### config.mk
export PLATFORM = sky130hd
export DESIGN_NAME = seg7_scan_driver
export DESIGN_NICKNAME = d
export VERILOG_FILES = /design/src/rtl/seg7_scan_driver.sv
export SDC_FILE = /design/constraint.sdc
export NUM_CORES = 1
export LEC_CHECK = 0
export BUFFER_PORTS_ARGS = -buffer_cell sky130_fd_sc_hd__buf_2
export CAP_MARGIN = 20
export CORE_AREA = 2 2 92 94
export CTS_CLUSTER_SIZE = 10
export DETAILED_ROUTE_END_ITERATION = 7
export DIE_AREA = 0 0 94 96
export PLACE_DENSITY = 0.7
export SLEW_MARGIN = 20
export SYNTH_ARGS = -nofsm -noshare
export SYNTH_HDL_FRONTEND = slang
export SYNTH_SLANG_ARGS = --single-unit
export TNS_END_PERCENT = 5
### constraint.sdc
create_clock -name Clk -period 2.2 [get_ports Clk]
set_input_delay 0.11 -clock Clk [delete_from_list [all_inputs] [get_ports Clk]]
set_output_delay 0.11 -clock Clk [all_outputs]
set_load 0.1 [all_outputs]
### src/rtl/seg7_scan_driver.sv
// ---------------------------------------------------------------------------
// seg7_scan_driver
//
// Purpose:
//   Drives a 6-digit multiplexed 7-segment display from the six BCD digits of
//   the stopwatch Timer. The digits are captured once per frame so that a
//   Timer update can never produce a display mixing old and new digits. Each
//   digit slot begins with a short all-off gap to suppress ghosting. Optional
//   blink and hour-tens leading-zero blanking are provided.
//
// Ports:
//   Clk         in   1  system clock
//   rst_n       in   1  synchronous active-low reset
//   en          in   1  display enable; low darkens the display and restarts the scan
//   blink       in   1  1: display flashes with a BLINK_FRAMES half-period
//   hr_h..sec_l in   4  BCD digits from the Timer
//   seg         out  7  segments {g,f,e,d,c,b,a}, polarity set by SEG_ACT_LOW
//   dp          out  1  decimal point, polarity set by SEG_ACT_LOW
//   dig_sel     out  6  one-hot digit select, bit0 = sec_l ... bit5 = hr_h,
//                       polarity set by DIG_ACT_LOW
//   frame_tick  out  1  one-cycle pulse on the cycle the snapshot is loaded
//
// Slot index order: 0 sec_l, 1 sec_h, 2 min_l, 3 min_h, 4 hr_l, 5 hr_h.
// SCAN_DIV = CLK_FREQ_HZ / SCAN_HZ must be at least BLANK_CYC + 2.
// ---------------------------------------------------------------------------
module seg7_scan_driver #(
    parameter int unsigned CLK_FREQ_HZ  = 10_000_000,
    parameter int unsigned SCAN_HZ      = 6_000,
    parameter int unsigned BLANK_CYC    = 16,
    parameter int unsigned BLINK_FRAMES = 500,
    parameter bit          LZ_BLANK     = 1'b1,
    parameter bit          SEG_ACT_LOW  = 1'b1,
    parameter bit          DIG_ACT_LOW  = 1'b1
) (
    input  logic       Clk,
    input  logic       rst_n,
    input  logic       en,
    input  logic       blink,
    input  logic [3:0] hr_h,
    input  logic [3:0] hr_l,
    input  logic [3:0] min_h,
    input  logic [3:0] min_l,
    input  logic [3:0] sec_h,
    input  logic [3:0] sec_l,
    output logic [6:0] seg,
    output logic       dp,
    output logic [5:0] dig_sel,
    output logic       frame_tick
);

    localparam int unsigned SCAN_DIV = CLK_FREQ_HZ / SCAN_HZ;
    localparam int unsigned CW       = $clog2(SCAN_DIV);
    localparam int unsigned BW       = (BLINK_FRAMES > 1) ? $clog2(BLINK_FRAMES) : 1;

    // XOR masks turn logical (active-high) values into pin levels; the
    // inactive pin level is therefore the mask itself.
    localparam logic [6:0] SEG_MASK = SEG_ACT_LOW ? 7'h7F : 7'h00;
    localparam logic       DP_MASK  = SEG_ACT_LOW;
    localparam logic [5:0] DIG_MASK = DIG_ACT_LOW ? 6'h3F : 6'h00;

    typedef enum logic {
        ST_BLANK,
        ST_SHOW
    } state_t;

    state_t          state;
    logic [CW-1:0]   cnt;
    logic [2:0]      idx;
    logic [BW-1:0]   bcnt;
    logic            phase;
    logic [3:0]      snap [6];

    logic [CW-1:0]   cnt_nxt;
    logic            wrap;
    logic            frame_start;
    logic            lit;
    logic [3:0]      cur_digit;
    logic [6:0]      cur_seg;
    logic            cur_dp;

    function automatic logic [6:0] seg7_decode(input logic [3:0] v);
        case (v)
            4'd0:    return 7'h3F;
            4'd1:    return 7'h06;
            4'd2:    return 7'h5B;
            4'd3:    return 7'h4F;
            4'd4:    return 7'h66;
            4'd5:    return 7'h6D;
            4'd6:    return 7'h7D;
            4'd7:    return 7'h07;
            4'd8:    return 7'h7F;
            4'd9:    return 7'h6F;
            default: return 7'h40;  // non-BCD shows a dash
        endcase
    endfunction

    // NOTE: every always_comb output gets a default first so that no path
    // leaves it unassigned, which would infer a latch.
    always_comb begin
        wrap        = 1'b0;
        cnt_nxt     = '0;
        frame_start = 1'b0;
        lit         = 1'b0;
        cur_digit   = '0;
        cur_seg     = '0;
        cur_dp      = 1'b0;

        wrap        = (cnt == CW'(SCAN_DIV - 1));
        cnt_nxt     = wrap ? '0 : cnt + 1'b1;
        frame_start = (cnt == '0) && (idx == 3'd0);

        cur_digit   = snap[idx];
        cur_seg     = seg7_decode(cur_digit);
        cur_dp      = (idx == 3'd2) || (idx == 3'd4);

        // A slot lights only in SHOW, outside the blink-off phase, and not
        // for a zero hour-tens digit when leading-zero blanking is enabled.
        lit = (state == ST_SHOW)
            && !(blink && phase)
            && !(LZ_BLANK && (idx == 3'd5) && (snap[5] == 4'd0));
    end

    // NOTE: sequential state uses non-blocking assignments only, so every
    // register samples the pre-edge values regardless of statement order.
    always_ff @(posedge Clk) begin
        if (!rst_n) begin
            state      <= ST_BLANK;
            cnt        <= '0;
            idx        <= '0;
            bcnt       <= '0;
            phase      <= 1'b0;
            // NOTE: the snapshot array is reset explicitly because its
            // cleared value is part of the defined reset state, not just a
            // don't-care storage element.
            for (int i = 0; i < 6; i++) snap[i] <= '0;
            seg        <= SEG_MASK;
            dp         <= DP_MASK;
            dig_sel    <= DIG_MASK;
            frame_tick <= 1'b0;
        end else if (!en) begin
            // Same as reset, but the snapshot and blink frame count survive.
            state      <= ST_BLANK;
            cnt        <= '0;
            idx        <= '0;
            phase      <= 1'b0;
            seg        <= SEG_MASK;
            dp         <= DP_MASK;
            dig_sel    <= DIG_MASK;
            frame_tick <= 1'b0;
        end else begin
            frame_tick <= frame_start;

            if (frame_start) begin
                snap[0] <= sec_l;
                snap[1] <= sec_h;
                snap[2] <= min_l;
                snap[3] <= min_h;
                snap[4] <= hr_l;
                snap[5] <= hr_h;
                if (bcnt == BW'(BLINK_FRAMES - 1)) begin
                    bcnt  <= '0;
                    phase <= ~phase;
                end else begin
                    bcnt <= bcnt + 1'b1;
                end
            end

            cnt   <= cnt_nxt;
            state <= (cnt_nxt < CW'(BLANK_CYC)) ? ST_BLANK : ST_SHOW;
            if (wrap) idx <= (idx == 3'd5) ? 3'd0 : idx + 3'd1;

            if (lit) begin
                seg     <= cur_seg ^ SEG_MASK;
                dp      <= cur_dp ^ DP_MASK;
                dig_sel <= (6'b000001 << idx) ^ DIG_MASK;
            end else begin
                seg     <= SEG_MASK;
                dp      <= DP_MASK;
                dig_sel <= DIG_MASK;
            end
        end
    end

endmodule
Word-level counts from Yosys, hierarchy flattened
Memories as Yosys holds them, arrays and structs flattened. A register that Yosys moved wholly into a read port is not among the register bits.
Index checks and enable logic that the tools add are counted.
{"block": "word_totals", "register_bits": 40, "ram_bits": 24, "mem_bits_ro": 112, "in_bits": 28, "output_inout_bits": 15, "wordCells": 63, "memories": 2}
{"memory": "(name not given)", "words": 16, "word_bits": 7, "read_ports": 1, "rd_ports_with_merged_regs": 0, "write_ports": 0, "line": "82", "rtl": "case (v)"}
{"memory": "snap", "words": 6, "word_bits": 4, "read_ports": 2, "rd_ports_with_merged_regs": 1, "write_ports": 6, "line": "71", "rtl": "logic [3:0] snap [6];"}
{"block": "op_classes", "n_addsub": 3, "magnitude_cmp": 1, "eq_ne": 5, "n_shift": 1, "muxes": 17, "bitwise_logic": 10, "reduce_logical": 15}
{"op": "$mux 4", "n": 6}
{"op": "$add 11x1->11 const B", "n": 1}
{"op": "$eq 11x11->1 const B", "n": 1}
{"op": "$logic_not 11->1", "n": 1}
{"op": "$lt 11x5->1 const B", "n": 1}
{"op": "$mux 11", "n": 1}
{"op": "$add 9x1->9 const B", "n": 1}
{"op": "$eq 9x9->1 const B", "n": 1}
{"op": "$mux 3", "n": 3}
{"op": "$mux 9", "n": 1}
{"op": "$not 7->7", "n": 1}
{"op": "$eq 3x3->1 const B", "n": 2}
{"op": "$mux 1", "n": 6}
{"op": "$not 6->6", "n": 1}
{"op": "$or 1x1->1", "n": 6}
{"op": "$reduce_and 2->1", "n": 3}
{"op": "$shl 1x3->6 const A", "n": 1}
{"op": "$logic_and 1x1->1", "n": 5}
{"op": "$logic_not 4->1", "n": 1}
{"op": "$add 3x1->3 const B", "n": 1}
{"op": "$eq 3x2->1 const B", "n": 1}
{"op": "$logic_not 3->1", "n": 1}
{"op": "$reduce_and 3->1", "n": 1}
{"op": "$logic_not 1->1", "n": 2}
{"op": "2 further kinds", "n": 3}

Longest topological paths before layout
{"block": "logic_depth", "ltp_word": 7, "ltp_mapped": 9, "ltp_nobuf": 8}

Least setup slack after synthesis
Ideal clock, no wire load.
{"block": "synth_path", "path_type": "reg2reg", "start": "reg cnt[0]", "end": "mem snap[0][0] (enable)", "setup_ns": 0.381, "arrival_ns": 1.911, "t_required_ns": 1.819, "slack_ns": -0.092, "stages_incl_launch_ff": 8, "n_path_buf": 1, "period_less_slack_ns": 2.292, "cell_sequence": "dfxtp_1 -> inv_1 -> ha_1 -> or3b_2 -> nor4_2 -> buf_4 -> nand2_4 -> nand2_1"}
{"element": "start: declaration", "line": "67", "rtl": "logic [CW-1:0] cnt;"}
{"element": "start signal: assignment", "line": "168", "rtl": "cnt <= cnt_nxt;"}
{"element": "end: declaration", "line": "71"}

==> results.md <==
* Internal power at 1.934 mW
* Post-DRT Antenna Nets at 0
* Crit. path cell count at 5
* Initial antenna violation count at 0
* Req. time, crit path at 2.47 ns
* Ant diodes at 0
* Cell with the largest stage delay on the worst path: mux4_2
* Reg2reg path depth at 5
* Syn_area_per_cell at 10.91 µm²
* Die H at 96 µm
* Clock sinks at 67
* End of the critical path: seg[0]
* Gr usage total at 12.68%
* Synth Instances at 278
* Worst hold-check path type: in -> reg
* Crit path max-delay family: multiplexers
* Post-synth top area share at 28.37%
* Worst slew pin tran at 0.4795 ns
* Clock slew seen by the registers of the worst setup and hold paths at 0.08 ns
* Reg2Reg Setup Slack at 0.15 ns
* FILL cells at 744
* Final Cell Area at 3631 µm²
* Core footprint at 8051 µm²
* First-pass GRT wire length at 8.645 mm
* Drt total wl at 5.301 mm
* DRT iter0 DRCs at 66
* Via density at 4.619
* Via Count at 2,051
* Slew Limit Headroom at 68.03%
* Post-synth EDFFs at 24
* Final net count at 372
* Ranking of synthesized cells by area: dfxtp_1 (28%), edfxtp_1 (24%), and2_1 (6.2%), ha_1 (4.1%), xor2_1 (4.0%)
* Post-route DRC at 0
* Cell taking the most area after synthesis: dfxtp_1
* CP max FO at 7
* Yosys Warn Count at 0
* Final Max Tran Viols at 0
* Synth Flop Type: dfxtp_1
* CP Launch Type: register
* Synth Register Bits at 67
* Post-synth ARST share at 0%
* Most frequent cells in the layout: dfxtp_1 (43), buf_2 (42), and2_1 (30), nor2_1 (26), edfxtp_1 (24)
* Vias in the first global route at 1,893
* Max cap viols at 0
* RSZ-0062 raised after global routing: false
* Clock Tree Root: clkbuf_8
* Drt pass-1 iters at 5
* Max stage delay on crit path at 0.54 ns
* Gr ovfl total at 0
* Max VDD drop at 0.2836 mV
* Period minus WS final at 2.049 ns
* Routed wire per std cell at 11.94 µm
* Hold path cells at 2
* Final hold vios at 0
* Worst reg2reg path endpoint: seg[0]
* CP Capture Type: register
* I/O pin total at 43
* H-tree lvl count at 3
* Outcome: finished, final reports clean
* Synthesis-to-finish area growth at 19.67%
* Setup TNS Final at 0 ns
* Die ar. at 9024 µm²
* Total CTS buffers at 9
* Setup Viol. Count Final at 0
* Fin Clk Skew at 0.01325 ns
* Placer Congestion at 0.8263
* Clock share of power at 39.3%
* Count of cell types in the netlist at 45
* Dpl cells at 425
* Layout cells sized above 1 at 24.78%
* Critical path class: reg -> reg
* Power density cells at 697.2 nW/µm²
* Placed cell area at 3410 µm²
* DIE WIDTH at 94 µm
* Sw Ratio at 23.60%
* Commonest non-fill, non-tap cell in the layout: dfxtp_1
* Max clock buf depth at 2
* Data arrival, critical path at 2.32 ns
* Fmax at 487.9 MHz
* Buffers on Ports at 42
* Initial core utilization at 37.68%
* Buf/Inv on CP at 0
* Site Rows at 33
* Comb pwr share at 7.4%
* Worst-Skew Late Latency at 0.34 ns
* Mapped Nets at 316
* Critical path, cell by cell: mux2_2 -> mux4_2 -> and3_1 -> and2_1 -> a31oi_1
* Number of hold buffers added after cts at 0
* Hpwl dp at 3.790 mm
* P_sw at 0.5975 mW
* Final Non-Filler Cells at 444
* Reg power frac at 53.3%
* Layout Utilization at 45.10%
* Cell Area, Synth at 3034 µm²
* CTS tree: yes
* Static Leak at 1.453 nW
* Largest net degree at the start of global routing at 26
* Post-synthesis sequential area ratio at 52.12%
* Tcrit/Tclk final at 93.16%
==> Yosys cell counts (2+ instances only) <==
cell and n:
dfxtp_1 43, and2_1 30, nor2_1 26, edfxtp_1 24
nand2_1 21, xor2_1 14, inv_1 13, ha_1 10
nand3_1 10, and3_1 8, nand4_1 8, o21ai_0 7
a21oi_1 6, mux2i_1 6, xnor2_1 6, mux4_2 5
mux2_2 4, clkbuf_1 3, nor2b_1 3, a21boi_0 2
a31oi_1 2, buf_4 2, buf_6 2, or3_4 2
==> logic make-up (layout without fill, tap and decap cells) <==
family | Yosys count | count (layout) | synth area share [%]
AND/OR/NAND/NOR | 123 | 123 | 22.60
XOR/XNOR | 20 | 20 | 5.773
adder cells (fa/ha/maj) | 10 | 10 | 4.124
multiplexers | 15 | 15 | 7.175
flip-flops | 67 | 67 | 52.12
AO/OA/AOI/OAI | 22 | 22 | 4.825
buffers and inverters | 21 | 82 | 3.381
==> power groups by stage <==
stage | Clock [mW] | Combinational [mW] | Sequential, mW
after global routing | 1.08 | 0.210 | 1.35
final | 0.995 | 0.187 | 1.35
after global placement | 0 | 0.175 | 1.38
after detailed placement | 0 | 0.181 | 1.38
after floorplan | 0 | 0.114 | 1.38
after CTS | 1.03 | 0.181 | 1.35
==> through the flow <==
stage | worst slack, ns | hold WS, ns | power, mW
after global placement | 0.1537 | 0.3891 | 1.552
after floorplan | 0.1105 | 0.2638 | 1.492
after CTS | 0.05731 | 0.01728 | 2.556
after detailed placement | 0.09459 | 0.3893 | 1.558
final | 0.1506 | 0.03517 | 2.532
after global routing | 0.004528 | 0.01940 | 2.639
==> repair_timing <==
| action | 4_1_cts | 5_1_grt |
|---|---|---|
| gates resized for setup | 0 | 1 |
| buffers inserted | 0 | 3 |
| hold endpoints to repair | 0 | 0 |
| endpoints found under the setup margin | 0 | 56 |
==> sequential cells by signal, indices dropped and copies added (netlist names), named ones only <==
| register | cells |
|---|---|
| phase | 1 |
| state | 1 |
| idx | 3 |
| frame_tick | 1 |
| cnt | 11 |
| dig_sel | 6 |
| snap | 24 |
| bcnt | 9 |
| dp | 1 |
| seg | 7 |
==> cell type report <==
cell class,instances,area [µm²],area share (%)
Sequential cell,67,1582,43.56
Multi-Input combinational cell,190,1361,37.49
Timing Repair Buffer,53,317.8,8.753
Tap cell,105,131.4,3.618
Clock buffer,9,123.9,3.411
Clock inverter,7,66.31,1.826
Inverter,13,48.80,1.344
==> per-layer routing <==
| metal | vias up | track usage [%] | wire length [µm] |
|---|---|---|---|
| li1 | 1068 | - | - |
| met1 | 926 | 15.54 | 2542 |
| met2 | 50 | 19.70 | 2371 |
| met3 | 7 | 4.385 | 283 |
| met4 | 0 | 6.884 | 104 |
| met5 | - | 0 | 0 |
==> worst min path at each step <==
stage	start	end	slack [ns]
floorplan	rst_n	bcnt[1]	0.26
global placement	min_h[2]	snap[3][2]	0.39
detailed placement	sec_h[1]	snap[1][1]	0.39
CTS	min_h[1]	snap[3][1]	0.02
global route	hr_l[1]	snap[4][1]	0.02
finish	min_h[1]	snap[3][1]	0.04
No activity file was read; power rests on OpenSTA's default activity.
